==> src/rtl/flag_cond_unit.sv <==
// Flag register with per-flag load enables and a 4-bit branch-condition evaluator.
// Includes a LIFO flag stack for saving and restoring flags on call/interrupt entry and return.
module flag_cond_unit #(
  parameter int NFLAGS      = 4,
  parameter int STACK_DEPTH = 4
) (
  input  logic              clk,
  input  logic              rst,
  input  logic [NFLAGS-1:0] flags_in,
  input  logic [NFLAGS-1:0] set_mask,
  input  logic [3:0]        cond_sel,
  input  logic              cond_en,
  input  logic              push,
  input  logic              pop,
  input  logic              err_clr,
  output logic              j_out,
  output logic [NFLAGS-1:0] flags_out,
  output logic              stk_full,
  output logic              stk_empty,
  output logic              stk_err
);
  localparam int CW = $clog2(STACK_DEPTH + 1);
  localparam int AW = (STACK_DEPTH > 1) ? $clog2(STACK_DEPTH) : 1;
  localparam logic [CW-1:0] FULL_CNT = CW'(STACK_DEPTH);

  logic [NFLAGS-1:0] flags_q, flags_d, loaded_flags;
  logic [CW-1:0]     count_q, count_d;
  logic              stk_err_q, stk_err_d;
  logic [NFLAGS-1:0] stack_mem [2**AW];
  logic [AW-1:0]     wr_idx, rd_idx;
  logic              do_push, do_pop, err_set, cond_hit;
  logic              flag_z, flag_n, flag_c, flag_v;

  assign stk_full  = (count_q == FULL_CNT);
  assign stk_empty = (count_q == '0);

  // Simultaneous push and pop cancel out: no stack movement and no error.
  assign do_push = push & ~pop & ~stk_full;
  assign do_pop  = pop & ~push & ~stk_empty;
  assign err_set = (push & ~pop & stk_full) | (pop & ~push & stk_empty);

  assign wr_idx = count_q[AW-1:0];
  assign rd_idx = AW'(count_q - CW'(1));

  genvar gi;
  generate
    for (gi = 0; gi < NFLAGS; gi++) begin : g_flag_load
      assign loaded_flags[gi] = set_mask[gi] ? flags_in[gi] : flags_q[gi];
    end
  endgenerate

  always_comb begin
    flags_d   = loaded_flags;
    count_d   = count_q;
    stk_err_d = err_set | (stk_err_q & ~err_clr);
    if (do_push) begin
      count_d = count_q + CW'(1);
    end else if (do_pop) begin
      flags_d = stack_mem[rd_idx];
      count_d = count_q - CW'(1);
    end
  end

  always_ff @(posedge clk or posedge rst) begin
    if (rst) begin
      flags_q   <= '0;
      count_q   <= '0;
      stk_err_q <= 1'b0;
    end else begin
      flags_q   <= flags_d;
      count_q   <= count_d;
      stk_err_q <= stk_err_d;
    end
  end

  // Stack contents are left untouched by reset; the occupancy count alone defines validity.
  always_ff @(posedge clk) begin
    if (do_push) begin
      stack_mem[wr_idx] <= flags_q;
    end
  end

  assign flag_z = flags_q[0];
  assign flag_n = flags_q[1];
  assign flag_c = flags_q[2];
  assign flag_v = flags_q[3];

  always_comb begin
    cond_hit = 1'b0;
    case (cond_sel)
      4'd0:  cond_hit = 1'b0;
      4'd1:  cond_hit = 1'b1;
      4'd2:  cond_hit = flag_z;
      4'd3:  cond_hit = ~flag_z;
      4'd4:  cond_hit = flag_n;
      4'd5:  cond_hit = ~flag_n;
      4'd6:  cond_hit = flag_c;
      4'd7:  cond_hit = ~flag_c;
      4'd8:  cond_hit = flag_v;
      4'd9:  cond_hit = ~flag_v;
      4'd10: cond_hit = flag_c & ~flag_z;
      4'd11: cond_hit = ~flag_c | flag_z;
      4'd12: cond_hit = (flag_n == flag_v);
      4'd13: cond_hit = (flag_n != flag_v);
      4'd14: cond_hit = ~flag_z & (flag_n == flag_v);
      4'd15: cond_hit = flag_z | (flag_n != flag_v);
      default: cond_hit = 1'b0;
    endcase
  end

  assign j_out     = cond_en & cond_hit;
  assign flags_out = flags_q;
  assign stk_err   = stk_err_q;
endmodule

==> config.mk <==
export PLATFORM = sky130hd
export DESIGN_NAME = flag_cond_unit
export DESIGN_NICKNAME = d
export VERILOG_FILES = /design/src/rtl/flag_cond_unit.sv
export SDC_FILE = /design/constraint.sdc
export NUM_CORES = 1
export LEC_CHECK = 0
export CAP_MARGIN = 20
export CORE_MARGIN = 3
export CORE_UTILIZATION = 54
export DETAILED_ROUTE_END_ITERATION = 10
export GPL_TIMING_DRIVEN = 1
export MAX_ROUTING_LAYER = met4
export PLACE_DENSITY_LB_ADDON = 0.08
export SYNTH_ARGS = -nofsm -noshare
export SYNTH_HDL_FRONTEND = slang
export SYNTH_SLANG_ARGS = --single-unit
==> constraint.sdc <==
create_clock -name clk -period 5.5 [get_ports clk]
set_input_delay 1.375 -clock clk [delete_from_list [all_inputs] [get_ports clk]]
set_output_delay 1.375 -clock clk [all_outputs]
set_load 0.01 [all_outputs]
After elaboration in Yosys (flattened, before gate mapping)
Memory sizes are Yosys's and may differ from the RTL's.
Cells that the tools add are included.
{"block": "totals", "n_memories": 1, "romBits": 0, "latchBits": 0, "output_inout_bits": 8, "mem_bits_rw": 16, "register_bits": 8}
{"name": "stack_mem", "words": 4, "width": 4, "read_ports": 1, "rd_clocked_by_memory_dff": 0, "wr": 1, "line_no": "29", "text": "logic [NFLAGS-1:0] stack_mem [2**AW];"}
{"block": "op_classes", "add_sub_neg": 2, "reduce_logical": 3, "div": 0, "n_eq_ne": 18, "n_mul": 0, "n_lt_le_gt_ge": 0, "muxes": 11, "shift": 0, "bitwise_logic": 23}
{"operator": "$eq A4 B4 Y1 const B", "count": 8}
{"operator": "$eq A4 B3 Y1 const B", "count": 4}
{"operator": "$pmux W1 S16", "count": 1}
{"operator": "$and A1 B1 Y1", "count": 10}
{"operator": "$not A1 Y1", "count": 9}
{"operator": "$eq A4 B2 Y1 const B", "count": 2}
{"operator": "$mux W4", "count": 2}
{"operator": "$mux W1", "count": 6}
{"operator": "$mux W3", "count": 2}
{"operator": "$eq A4 B1 Y1 const B", "count": 1}
{"operator": "$logic_not A4 Y1", "count": 1}
{"operator": "$or A1 B1 Y1", "count": 4}
{"operator": "$add A3 B1 Y3 const B", "count": 1}
{"operator": "$eq A3 B3 Y1 const B", "count": 1}
{"operator": "$logic_not A3 Y1", "count": 1}
{"operator": "$sub A3 B1 Y3 const B", "count": 1}
{"operator": "$reduce_bool A2 Y1", "count": 1}
{"operator": "$eq A1 B1 Y1", "count": 1}
{"operator": "$ne A1 B1 Y1", "count": 1}

Longest topological paths before layout
{"block": "depth", "word_depth": 5, "depth_mapped": 8, "mapped_depth_nobuf": 7}

Least setup slack after synthesis
OpenSTA, ideal clock, no wires.
{"block": "synth_path", "path_type": "input to output", "startpoint": "input cond_sel[0]", "endpoint": "output j_out", "t_arrival_ns": 2.316, "stages": 3, "required_ns": 4.125, "path_slack_ns": 1.809, "cell_sequence": "clkbuf_2 -> or4_2 -> o311a_1"}
{"block": "synth_between", "elab_chain_len": 3, "word_cells_on_any_way": 18, "cone_classes": "15 x eq/ne; 1 x mux; 1 x bitwise; 1 x reduce/logical"}
{"item": "start: declaration", "line_no": "11", "text": "input logic [3:0] cond_sel,"}
{"item": "$eq A4 B4 Y1, or another cell as far along", "line_no": "90", "text": "case (cond_sel)"}
{"item": "$pmux W1 S16 (*)", "line_no": "90"}
{"item": "$and A1 B1 Y1 (*)", "line_no": "111", "text": "assign j_out = cond_en & cond_hit;"}
{"item": "end: declaration", "line_no": "16", "text": "output logic j_out,"}
Mark *: on every way between the ends. The rest lies on a longest branch, timed or not.

Worst setup path in the final report
{"block": "layout_path", "startpoint": "input cond_sel[3]", "endpoint": "output j_out"}
Same word-level chain as after synthesis.

==> run_results.csv <==
group,metric,value,unit
clock_network,numCtsBuffers,3,
critical_path,cp-end-kind,"primary output",
critical_path,crit_chain,"clkdlybuf4s50_1, and2b_1, a221oi_2, nor2_1, o311a_1, clkdlybuf4s50_1",
yosys,synth.distinct_cells,30,
clock_network,clock_latency,310,ps
critical_path,cp_common_cell,"clkdlybuf4s50_1",
placement,post-place-ws,808,ps
die,coreArea,2080,µm²
sta,fmax,213,MHz
yosys,ys_seq_area_share,54.0,%
sta,fin_crit_sh,85.3,%
final_layout,seqCellArea,681,µm²
sta,drv_slew,0,
die,die_area,2950,µm²
route,drtPass1Iterations,4,
grt,first_global_vias,836,
die,rows,16,
placement,hpwl,1850,µm
placement,dp.cells,143,
placement,gp_congestion,0.685,
sta,min_period,4690,ps
critical_path,timing.rr.start,"count_q[0]",
sta,maxSlewHeadroom,72.5,%
critical_path,path_max_fanout,10,
clock_network,clk_pin_slew,120,ps
final_layout,multi_input_area,532,µm²
sta,setup_tns,0,ps
placement,port-buffer-count,25,
critical_path,slowest_delay,630,ps
clock_network,clock_sinks,24,
grt,grt-ovfl-total,0,
power_and_ir_drop,ir_drop,0.364,mV
final_layout,fillCellCount,141,
sta,rsz0062_at_grt,"no",
grt,grt_antenna_before_repair,0,
route,viasPerCell,5.66,
final_layout,syn2layout_area_growth,25.2,%
die,die_h,54.3,µm
route,drtIter0Drc,25,
sta,hold_violations,0,
final_layout,final_nets,145,
grt,grt.total_usage,20.3,%
sta,setup_viol,0,
critical_path,crit_start,"cond_sel[3]",
route,via_count,832,
grt,grt_start_max_net_pins,15,
route,wire_per_inst,16.9,µm
clock_network,cts_htree_levels,1,
sta,skew,3.88,ps
power_and_ir_drop,p_per_area,444,nW/µm²
status,status,"completed",
yosys,syn_nets,118,
min_path,min_from,"stk_err",
die,ios,26,
clock_network,root_buffer,"clkbuf_4",
yosys,avgSynthCellArea,13.4,µm²
yosys,ys_ff_latch,24,
critical_path,slowest_stage,"clkdlybuf4s50_1",
yosys,synth_cells,94,
grt,grt_pass1_wl,3940,µm
critical_path,cp_data_required_time,4120,ps
die,fp.dieW,54.3,µm
critical_path,crit_path_start_kind,"input pin",
sta,worst_slew_pin_slew,412,ps
power_and_ir_drop,power.leakage,0.614,nW
clock_network,tritoncts,"yes",
die,start_util,60.6,%
clock_network,clk_path_buf_depth,2,
route,route.detailed.drc,0,
yosys,ys_warn_count,0,
clock_network,cts_resized,0,
clock_network,holdBufCountCts,0,
clock_network,postCtsSetupRepairBufs,0,
flow_run,maxCapViolCount,0,
critical_path,crit_type,"input pin to primary output",
route,wl,2480,µm
final_layout,antenna_cells,0,
final_layout,layout-drive-gt1-share,11.7,%
final_layout,layout.cells.non_filler,147,
sta,setup_ws,807,ps
yosys,syn_area,1260,µm²
critical_path,crit_arrival,3320,ps
min_path,hold_path_class,"flop to flop",
route,antenna_left,0,
[path summary, 6_finish.rpt]
kind / end / slack (ps) / cells past startpoint
max in group asynchronous: flags_out[1] / 3930 / 2
worst min-delay path: stk_err / 600 / 2
worst max-delay path: j_out / 810 / 6
min in group asynchronous: flags_out[0] / 1310 / 2
worst max register to register: count_q[2] / 3210 / 7
worst min register to register: stk_err / 600 / 2
[stage by stage]
stage	hold WS [ps]	instance area (µm²)	util [%]	power (mW)
5_1_grt	645	1580	75.8	0.748
6_report	597	1580	75.8	0.701
4_1_cts	604	1580	75.8	0.710
2_1_floorplan	572	1260	-	0.475
3_5_place_dp	583	1530	73.3	0.582
3_3_place_gp	569	1530	73.3	0.567
[critical path: cells and delay by family]
kind / cells / cell delay [ps]
and+or+nand+nor: 2 / 300
buffers and inverters: 2 / 1110
AOI/OAI and AO/OA: 2 / 540
[cells in the final DEF (no fill, tap or decap), types with 6 or more instances in the layout]
cell type,instances
inv_1,6
nand2_1,7
mux2i_1,8
o21ai_0,6
dfrtp_1,8
ha_1,6
clkdlybuf4s50_1,25
edfxtp_1,16
[area by class of cell]
class / count / area share (%)
Timing Repair Buffer: 26 / 16.3
Inverter: 6 / 1.43
Clock buffer: 3 / 1.43
Multi-Input combinational cell: 60 / 33.7
Clock inverter: 1 / 1.90
Tap cell: 27 / 2.14
Sequential cell: 24 / 43.1
[per-layer routing]
| metal | global-route usage, % | wire length, µm |
|---|---|---|
| met5 | - | 0 |
| met3 | 5.99 | 149 |
| met2 | 32.3 | 1220 |
| met4 | 3.73 | 12 |
| met1 | 26.0 | 1100 |
[Yosys cell counts]
library cell,instances,area [µm²]
a21oi_1,1,5.00
a221oi_2,1,15.0
a22oi_2,1,12.5
and2_1,4,25.0
and2b_1,2,15.0
and3b_2,1,10.0
buf_2,2,10.0
buf_6,1,11.3
clkbuf_2,1,5.00
dfrtp_1,8,200
edfxtp_1,16,480
ha_1,6,75.1
inv_1,6,22.5
mux2i_1,8,80.1
mux4_2,4,90.1
nand2_1,7,26.3
nand3_1,1,5.00
nand3b_1,2,15.0
nor2_1,2,7.51
nor2b_1,2,12.5
nor3b_1,1,7.51
nor3b_2,1,12.5
o21ai_0,6,30.0
o221ai_1,1,8.76
o311a_1,1,10.0
o31ai_1,1,7.51
o32ai_1,1,8.76
or4_2,1,8.76
xnor2_1,4,35.0
xor2_1,1,8.76
[sequential cells by signal (all words and copies together), names as in the netlist]
signal	cells
stack_mem	16
stk_err	1
flags_out	4
count_q	3
[power breakdown]
| part | internal, mW | switching [mW] | leakage (nW) |
|---|---|---|---|
| sequential | 0.248 | 0.0554 | 0.243 |
| combinational | 0.154 | 0.123 | 0.343 |
| clock | 0.0737 | 0.0480 | 0.0279 |
| total | 0.475 | 0.226 | 0.614 |
[cells by family after synthesis]
group	after synthesis	share of synthesized area, %
buf+inv	10	3.87
compound gates	13	7.74
fa+ha+maj	6	5.95
simple gates	24	11.5
mux	12	13.5
flops	24	54.0
xor+xnor	5	3.47
Power figures use the tool's default switching activity.
